===== src/rtl/mem_req_ctrl_pkg.sv =====
// mem_req_ctrl_pkg: shared types and constants for the SRAM request sequencer.
// Holds the controller state encoding, default geometry of the 16x1024 macro,
// and the width of the optional statistics counters.
package mem_req_ctrl_pkg;

  // Controller states; the encoding is also visible on the dbg_state output.
  typedef enum logic [1:0] {
    ST_IDLE  = 2'd0,
    ST_ISSUE = 2'd1,
    ST_WAIT  = 2'd2,
    ST_RESP  = 2'd3
  } state_t;

  localparam int DEF_DATA_W = 16;
  localparam int DEF_ADDR_W = 10;
  localparam int DEF_RD_LAT = 1;
  localparam int STAT_W     = 16;

endpackage


===== src/rtl/mem_req_ctrl_sat_cnt.sv =====
// mem_req_ctrl_sat_cnt: up-counter that sticks at all-ones instead of wrapping.
// Synchronous active-high reset clears it.
module mem_req_ctrl_sat_cnt #(
  parameter int W = 16
) (
  input  logic         clock,
  input  logic         reset,
  input  logic         i_inc,
  output logic [W-1:0] o_count
);

  logic [W-1:0] r_count;

  // Count one per i_inc pulse, holding once the maximum value is reached.
  always_ff @(posedge clock) begin
    if (reset) begin
      r_count <= '0;
    end else if (i_inc && (r_count != {W{1'b1}})) begin
      r_count <= r_count + W'(1);
    end
  end

  assign o_count = r_count;

endmodule


===== src/rtl/mem_req_ctrl.sv =====
// mem_req_ctrl: one-at-a-time request sequencer in front of the single-port
// SRAM macro wrapper.
//
// Handshakes: a transfer happens on a rising clock edge where both valid and
// ready are high; valid, once raised by this block, is held with stable data
// until that edge, and ready never depends combinationally on valid.
//
// Optional feature macro: MEM_REQ_CTRL_STATS_EN adds the stat_rd_cnt and
// stat_wr_cnt outputs (saturating per-ISSUE read/write counters).
module mem_req_ctrl
  import mem_req_ctrl_pkg::*;
#(
  parameter int DATA_W = DEF_DATA_W,
  parameter int ADDR_W = DEF_ADDR_W,
  parameter int RD_LAT = DEF_RD_LAT
) (
  input  logic              clock,
  input  logic              reset,
  input  logic              req_valid,
  output logic              req_ready,
  input  logic              req_write,
  input  logic [ADDR_W-1:0] req_addr,
  input  logic [DATA_W-1:0] req_wdata,
  output logic              rsp_valid,
  input  logic              rsp_ready,
  output logic [DATA_W-1:0] rsp_rdata,
  output logic              mem_chip_en,
  output logic              mem_wr_en,
  output logic              mem_rd_en,
  output logic [ADDR_W-1:0] mem_addr,
  output logic [DATA_W-1:0] mem_wr_data,
  input  logic [DATA_W-1:0] mem_rd_data,
`ifdef MEM_REQ_CTRL_STATS_EN
  output logic [STAT_W-1:0] stat_rd_cnt,
  output logic [STAT_W-1:0] stat_wr_cnt,
`endif
  output logic [1:0]        dbg_state
);

  // Counter value in the WAIT cycle during which the macro's read data is valid.
  localparam logic [1:0] LAT_LAST = 2'(RD_LAT - 1);

  state_t            r_state;
  state_t            w_next_state;
  logic              w_req_ready;
  logic              w_accept;
  logic              w_capture;
  logic              w_rsp_done;

  logic              r_write;
  logic [1:0]        r_cnt;
  logic              r_mem_chip_en;
  logic              r_mem_wr_en;
  logic              r_mem_rd_en;
  logic [ADDR_W-1:0] r_mem_addr;
  logic [DATA_W-1:0] r_mem_wr_data;
  logic              r_rsp_valid;
  logic [DATA_W-1:0] r_rsp_rdata;

  // State register.
  always_ff @(posedge clock) begin
    if (reset) begin
      r_state <= ST_IDLE;
    end else begin
      r_state <= w_next_state;
    end
  end

  // Next-state decode plus the per-cycle strobes the datapath acts on.
  always_comb begin
    w_next_state = r_state;
    w_req_ready  = 1'b0;
    w_accept     = 1'b0;
    w_capture    = 1'b0;
    w_rsp_done   = 1'b0;
    case (r_state)
      ST_IDLE: begin
        w_req_ready = 1'b1;
        if (req_valid) begin
          w_accept     = 1'b1;
          w_next_state = ST_ISSUE;
        end
      end
      ST_ISSUE: begin
        w_next_state = r_write ? ST_IDLE : ST_WAIT;
      end
      ST_WAIT: begin
        if (r_cnt == LAT_LAST) begin
          w_capture    = 1'b1;
          w_next_state = ST_RESP;
        end
      end
      ST_RESP: begin
        if (rsp_ready) begin
          w_rsp_done   = 1'b1;
          w_next_state = ST_IDLE;
        end
      end
      default: w_next_state = ST_IDLE;
    endcase
  end

  // Registered macro pins, latency counter and response channel. The enables
  // are loaded at the accept edge so they are high exactly during ISSUE.
  always_ff @(posedge clock) begin
    if (reset) begin
      r_write       <= 1'b0;
      r_cnt         <= 2'd0;
      r_mem_chip_en <= 1'b0;
      r_mem_wr_en   <= 1'b0;
      r_mem_rd_en   <= 1'b0;
      r_mem_addr    <= '0;
      r_mem_wr_data <= '0;
      r_rsp_valid   <= 1'b0;
      r_rsp_rdata   <= '0;
    end else begin
      r_mem_chip_en <= w_accept;
      r_mem_wr_en   <= w_accept & req_write;
      r_mem_rd_en   <= w_accept & ~req_write;
      if (w_accept) begin
        r_write    <= req_write;
        r_mem_addr <= req_addr;
      end
      // Write data only changes for writes so the pin keeps its last value.
      if (w_accept && req_write) begin
        r_mem_wr_data <= req_wdata;
      end
      if (r_state == ST_ISSUE) begin
        r_cnt <= 2'd0;
      end else if (r_state == ST_WAIT) begin
        r_cnt <= r_cnt + 2'd1;
      end
      if (w_capture) begin
        r_rsp_rdata <= mem_rd_data;
        r_rsp_valid <= 1'b1;
      end else if (w_rsp_done) begin
        r_rsp_valid <= 1'b0;
      end
    end
  end

  assign req_ready   = w_req_ready;
  assign rsp_valid   = r_rsp_valid;
  assign rsp_rdata   = r_rsp_rdata;
  assign mem_chip_en = r_mem_chip_en;
  assign mem_wr_en   = r_mem_wr_en;
  assign mem_rd_en   = r_mem_rd_en;
  assign mem_addr    = r_mem_addr;
  assign mem_wr_data = r_mem_wr_data;
  assign dbg_state   = r_state;

`ifdef MEM_REQ_CTRL_STATS_EN
  logic w_issue_rd;
  logic w_issue_wr;

  assign w_issue_rd = (r_state == ST_ISSUE) && !r_write;
  assign w_issue_wr = (r_state == ST_ISSUE) && r_write;

  mem_req_ctrl_sat_cnt #(.W(STAT_W)) u_stat_rd (
    .clock   (clock),
    .reset   (reset),
    .i_inc   (w_issue_rd),
    .o_count (stat_rd_cnt)
  );

  mem_req_ctrl_sat_cnt #(.W(STAT_W)) u_stat_wr (
    .clock   (clock),
    .reset   (reset),
    .i_inc   (w_issue_wr),
    .o_count (stat_wr_cnt)
  );
`endif

endmodule

===== config.mk =====
export PLATFORM = sky130hd
export DESIGN_NAME = mem_req_ctrl
export DESIGN_NICKNAME = d
export VERILOG_FILES = /design/src/rtl/mem_req_ctrl_pkg.sv /design/src/rtl/mem_req_ctrl_sat_cnt.sv /design/src/rtl/mem_req_ctrl.sv
export SDC_FILE = /design/constraint.sdc
export NUM_CORES = 1
export LEC_CHECK = 0
export BUFFER_PORTS_ARGS = -buffer_cell sky130_fd_sc_hd__buf_4
export CAP_MARGIN = 20
export CORE_UTILIZATION = 42
export CTS_BUF_LIST = sky130_fd_sc_hd__clkbuf_2
export DETAILED_ROUTE_END_ITERATION = 8
export GPL_ROUTABILITY_DRIVEN = 0
export GPL_TIMING_DRIVEN = 0
export MAX_ROUTING_LAYER = met4
export PLACE_DENSITY_LB_ADDON = 0.08
export SLEW_MARGIN = 20
export SYNTH_ARGS = -nofsm -noshare
export SYNTH_HDL_FRONTEND = slang
export SYNTH_SLANG_ARGS = --single-unit

===== constraint.sdc =====
create_clock -name clock -period 1.3 [get_ports clock]
set_input_delay 0.26 -clock clock [delete_from_list [all_inputs] [get_ports clock]]
set_output_delay 0.26 -clock clock [all_outputs]
set_load 0.01 [all_outputs]

==> results <==
- The run finished, with violations left.
- The final reports fail on setup timing.
- The final core utilization is 71.06%.
- For this run, design rule violations remaining after detail routing come to 0.
- The number of buffers and inverters on the critical path is 2.
- Leaving out filler cells and counting taps, the final layout contains 391.
- The initial antenna violation count is 0.
- The slew of the pin with the lowest slew margin is 593.7 ps.
- Once placement finished, the instance area stood at 0.002629 sq mm.
- Counting flops and latches in the post-synthesis netlist gives 51.
- Power spread over the standard cell area amounts to 1126 mW/mm^2.
- The die is 68.51 microns tall.
- Global routing used 20.92% of the available tracks across all layers.
- The share of post-route cells with drive strength above 1 is 42.82%.
- The final route contains 1875 vias.
- The peak supply drop is 0.8365 mV.
- The core footprint is 0.004115 sq mm.
- The proportion of power drawn by combinational gates is 27.9%.
- The part of the total power dissipated in the clock network is 18.9%.
- The internal portion of the total power is 2.334 mW.
- The sort of element at the end of the critical path is an output pin.
- The floorplan step defined a die boundary enclosing 0.004694 sq mm.
- The total area of multi-input combinational cells is 807.0 sq um.
- The relative area change from synthesis to final layout is 57.37%.
- The top fanout value on the critical path is 3.
- The synthesized netlist net count is 276.
- The maximum operating frequency is 0.7231 GHz.
- The min-delay analysis places its worst path in the category in -> reg.
- The total number of nets in the final design is 388.
- The number of endpoints with negative hold slack in the final report is 0.
- The final setup violation count is 3.
- The I/O pin count is 96.
- For the worst setup path, the data required time is 1040 ps.
- The detailed placer's ending HPWL is 3356 microns.
- The final critical delay including setup and external delays is 1383 ps.
- The final sum of negative setup slack is -135.3 ps.
- By startpoint and endpoint, the worst setup path is classified as reg -> out.
- 0 antenna diodes ended up in the layout.
- The detail route stage leaves a number of antenna-violating nets equal to 0.
- The sequential cell area in the final layout is 0.001028 sq mm.
- Entering global routing, the biggest net connects 18 pins.
- The netlist uses 26 different library cells.
- The final global-route overflow total is 0.
- The longest individual stage delay on the worst path is 400 ps.
- The wire length per cell after detailed routing is 13.12 microns.
- The floorplan has 23 rows.
- The setup slack of the critical path after layout is -82.99 ps.
- Summed over all layers, the routed wires come to 5128 microns.
- The sink count of the clock tree is 51.
- The maximum count of clock buffers along a single path is 2.
- The pre-antenna-repair detailed-routing pass consisted of 4 iterations.
- Counting every instance in the synthesized netlist gives 228.
- The mean instance size in the synthesized netlist is 8.149 sq um.
- Once placement completed, the tool counted placed cells totaling 372.
- The max-slew violation count was 0.
- The clock transition at the registers of the reported paths is 240 ps.
- The clock root buffer is sky130_fd_sc_hd__clkbuf_2.
- For this configuration, the core starts out at a cell density of 45.15%.
- The via count of the first global-routing pass was 1522.
- Setup repair after global routing could not meet its margin everywhere.
- For this design, the slowest cell found on the critical path is sky130_fd_sc_hd__dfxtp_2.
- The cell class contributing the biggest share of worst-path delay is flip-flops.
- The proportion of synthesized chip area in sequential cells is 54.95%.
- The first routing iteration left 89 violations.
- In this run the tool buffered the top-level ports with 94 buffer cells.
- The die boundary width is 68.51 microns.
- The H-tree was split into 2 levels.
- Sorting the synthesized cells by area gives the leading types as sky130_fd_sc_hd__dfxtp_1 (55%), sky130_fd_sc_hd__nand2_1 (17%), sky130_fd_sc_hd__a21oi_1 (12%).
- TritonCTS built the clock tree.
- Of the total power, the share spent switching nets is 29.12%.
- In this design, the critical path's most frequently occurring cell is sky130_fd_sc_hd__buf_6.
- Traced cell by cell, the critical path runs through buf_6 > nor2_4 > buf_6.
- The analysis attributes to cell leakage a power of 1.286 nW.
- The ratio of routed vias to standard cells is 4.795.
- The portion of synthesized cell area occupied by the leading cell type is 54.95%.
- The count of max-cap constraint violations is 0.
- The data arrival at the endpoint of the critical path is 1120 ps.
- The final non-filler cell area is 0.002924 sq mm.
- Counting the fill cells in the layout gives 350.
- The worst pin sits at a relative slew slack of 60.42%.
- The cell area after synthesis is 0.001858 sq mm.
- The final worst clock skew is 13.14 ps.
- The type of origin of the critical path is a flip-flop.
- The total power after layout is 3.293 mW.
- After layout, the worst path uses 106.4% of the clock period.
- In this run, CTS created clock tree buffers numbering 5.
- The number of warnings reported in the yosys synthesis log is 0.
- The source-to-sink clock delay at the later pin of the worst-skew pair is 420 ps.
- The first global-routing pass estimated 6996 microns of wire.
- In this run, flip-flops and latches consume 53.1% of the power.
- The net switching power of the design is 958.8 uW.
- The leading area contributor after synthesis is sky130_fd_sc_hd__dfxtp_1.
## layout make-up
| cell class | instances | area share (%) |
|---|---|---|
| Sequential cell | 51 | 35.17 |
| Timing Repair Buffer | 109 | 29.57 |
| Multi-Input combinational cell | 157 | 27.60 |
| Buffer | 13 | 3.766 |
| Tap cell | 50 | 2.139 |
| Clock buffer | 7 | 1.198 |
| Inverter | 3 | 0.3851 |
| Clock inverter | 1 | 0.1712 |
## logic make-up (layout without fill, tap and decap cells)
| group | after synthesis | count (layout) | share of synthesized area (%) |
|---|---|---|---|
| xor gates and xnor gates | 1 | 1 | 0.4715 |
| AOI/OAI and AO/OA | 51 | 51 | 14.55 |
| DFF | 51 | 51 | 54.95 |
| buffers and inverters | 21 | 133 | 5.858 |
| muxes | 1 | 1 | 0.5387 |
| adders and majority gates | 1 | 1 | 0.6733 |
| and+or+nand+nor | 102 | 103 | 22.96 |
## layer usage
layer  vias to the layer above  share of wire [%]  wire [microns]  global-route usage, %
met5                         -                  0               0                      -
met4                         0               0.92              47                  8.333
met3                         7                7.3             374                  5.263
met2                        78                 50            2551                  33.70
met1                       826                 42            2154                  24.90
li1                        964                  -               -                      -
## state kept, by name, summed over array words and instances (netlist names), named ones only
name and count:
r_write 1, rsp_valid 1, mem_wr_data 16, mem_addr 10
mem_wr_en 1, dbg_state 1, mem_rd_en 1, r_cnt 2
rsp_rdata 16, mem_chip_en 1
## through the flow
stage	hold WS [ps]	worst slack [ps]
floorplan	338.7	-4.182
global placement	441.9	-146.8
detailed placement	446.9	-181.0
CTS	20.66	-125.4
global route	5.449	-145.6
finish	37.33	-82.99
## tightest hold or removal path, stage by stage
cell,delay (ps)
sky130_fd_sc_hd__buf_4,100
sky130_fd_sc_hd__nand2_1,40
sky130_fd_sc_hd__a21oi_1,50
## final timing paths
path | startpoint | to | slack (ps) | depth (start not counted)
max | dbg_state[0] | req_ready | -80 | 3
min | mem_rd_data[12] | rsp_rdata[12] | 40 | 3
max reg2reg | r_cnt[1] | rsp_rdata[8] | 20 | 7
min reg2reg | mem_wr_data[15] | mem_wr_data[15] | 470 | 2
## cells in the final DEF, fill, tap and decap left out, types with 6 or more instances in the layout
cell	count
sky130_fd_sc_hd__clkbuf_2	7
sky130_fd_sc_hd__a21oi_2	8
sky130_fd_sc_hd__buf_4	101
sky130_fd_sc_hd__dfxtp_1	47
sky130_fd_sc_hd__nand2_1	83
sky130_fd_sc_hd__nor2_1	7
sky130_fd_sc_hd__a21oi_1	39
sky130_fd_sc_hd__clkbuf_1	6
sky130_fd_sc_hd__buf_6	7
## repair_timing
action                                  4_1_cts  5_1_grt
hold endpoints to repair                      1        0
resized for setup                            22       24
setup buffers                                10        3
cloned                                        1        1
endpoints found under the setup margin       33       39
hold buffers                                  1        0
pin swaps                                     2        6
## power by group through the flow
stage | clock, mW | combinational, mW | sequential [mW]
after CTS | 0.647 | 0.817 | 1.74
after detailed placement | 0 | 0.725 | 1.77
final | 0.623 | 0.920 | 1.75
after global routing | 0.710 | 0.996 | 1.77
after floorplan | 0 | 0.327 | 1.82
after global placement | 0 | 0.713 | 1.77
## cell usage after synthesis
library cell and n:
sky130_fd_sc_hd__buf_2 5, sky130_fd_sc_hd__a22oi_1 1, sky130_fd_sc_hd__a21oi_2 1, sky130_fd_sc_hd__mux2i_1 1, sky130_fd_sc_hd__inv_1 3, sky130_fd_sc_hd__a211oi_1 1, sky130_fd_sc_hd__ha_1 1, sky130_fd_sc_hd__nand3b_1 1
sky130_fd_sc_hd__clkbuf_1 8, sky130_fd_sc_hd__nor3b_2 1, sky130_fd_sc_hd__nor2_1 8, sky130_fd_sc_hd__dfxtp_1 51, sky130_fd_sc_hd__clkbuf_2 1, sky130_fd_sc_hd__buf_4 2, sky130_fd_sc_hd__o211ai_1 1, sky130_fd_sc_hd__a2bb2oi_1 1
sky130_fd_sc_hd__or3b_1 1, sky130_fd_sc_hd__buf_6 2, sky130_fd_sc_hd__and3b_1 1, sky130_fd_sc_hd__nor3b_1 1, sky130_fd_sc_hd__xnor2_1 1, sky130_fd_sc_hd__nand2_1 86, sky130_fd_sc_hd__and4bb_2 1, sky130_fd_sc_hd__nand4bb_1 1
sky130_fd_sc_hd__a21oi_1 46, sky130_fd_sc_hd__nor3_1 1
No activity file was read; power rests on OpenSTA's default activity.
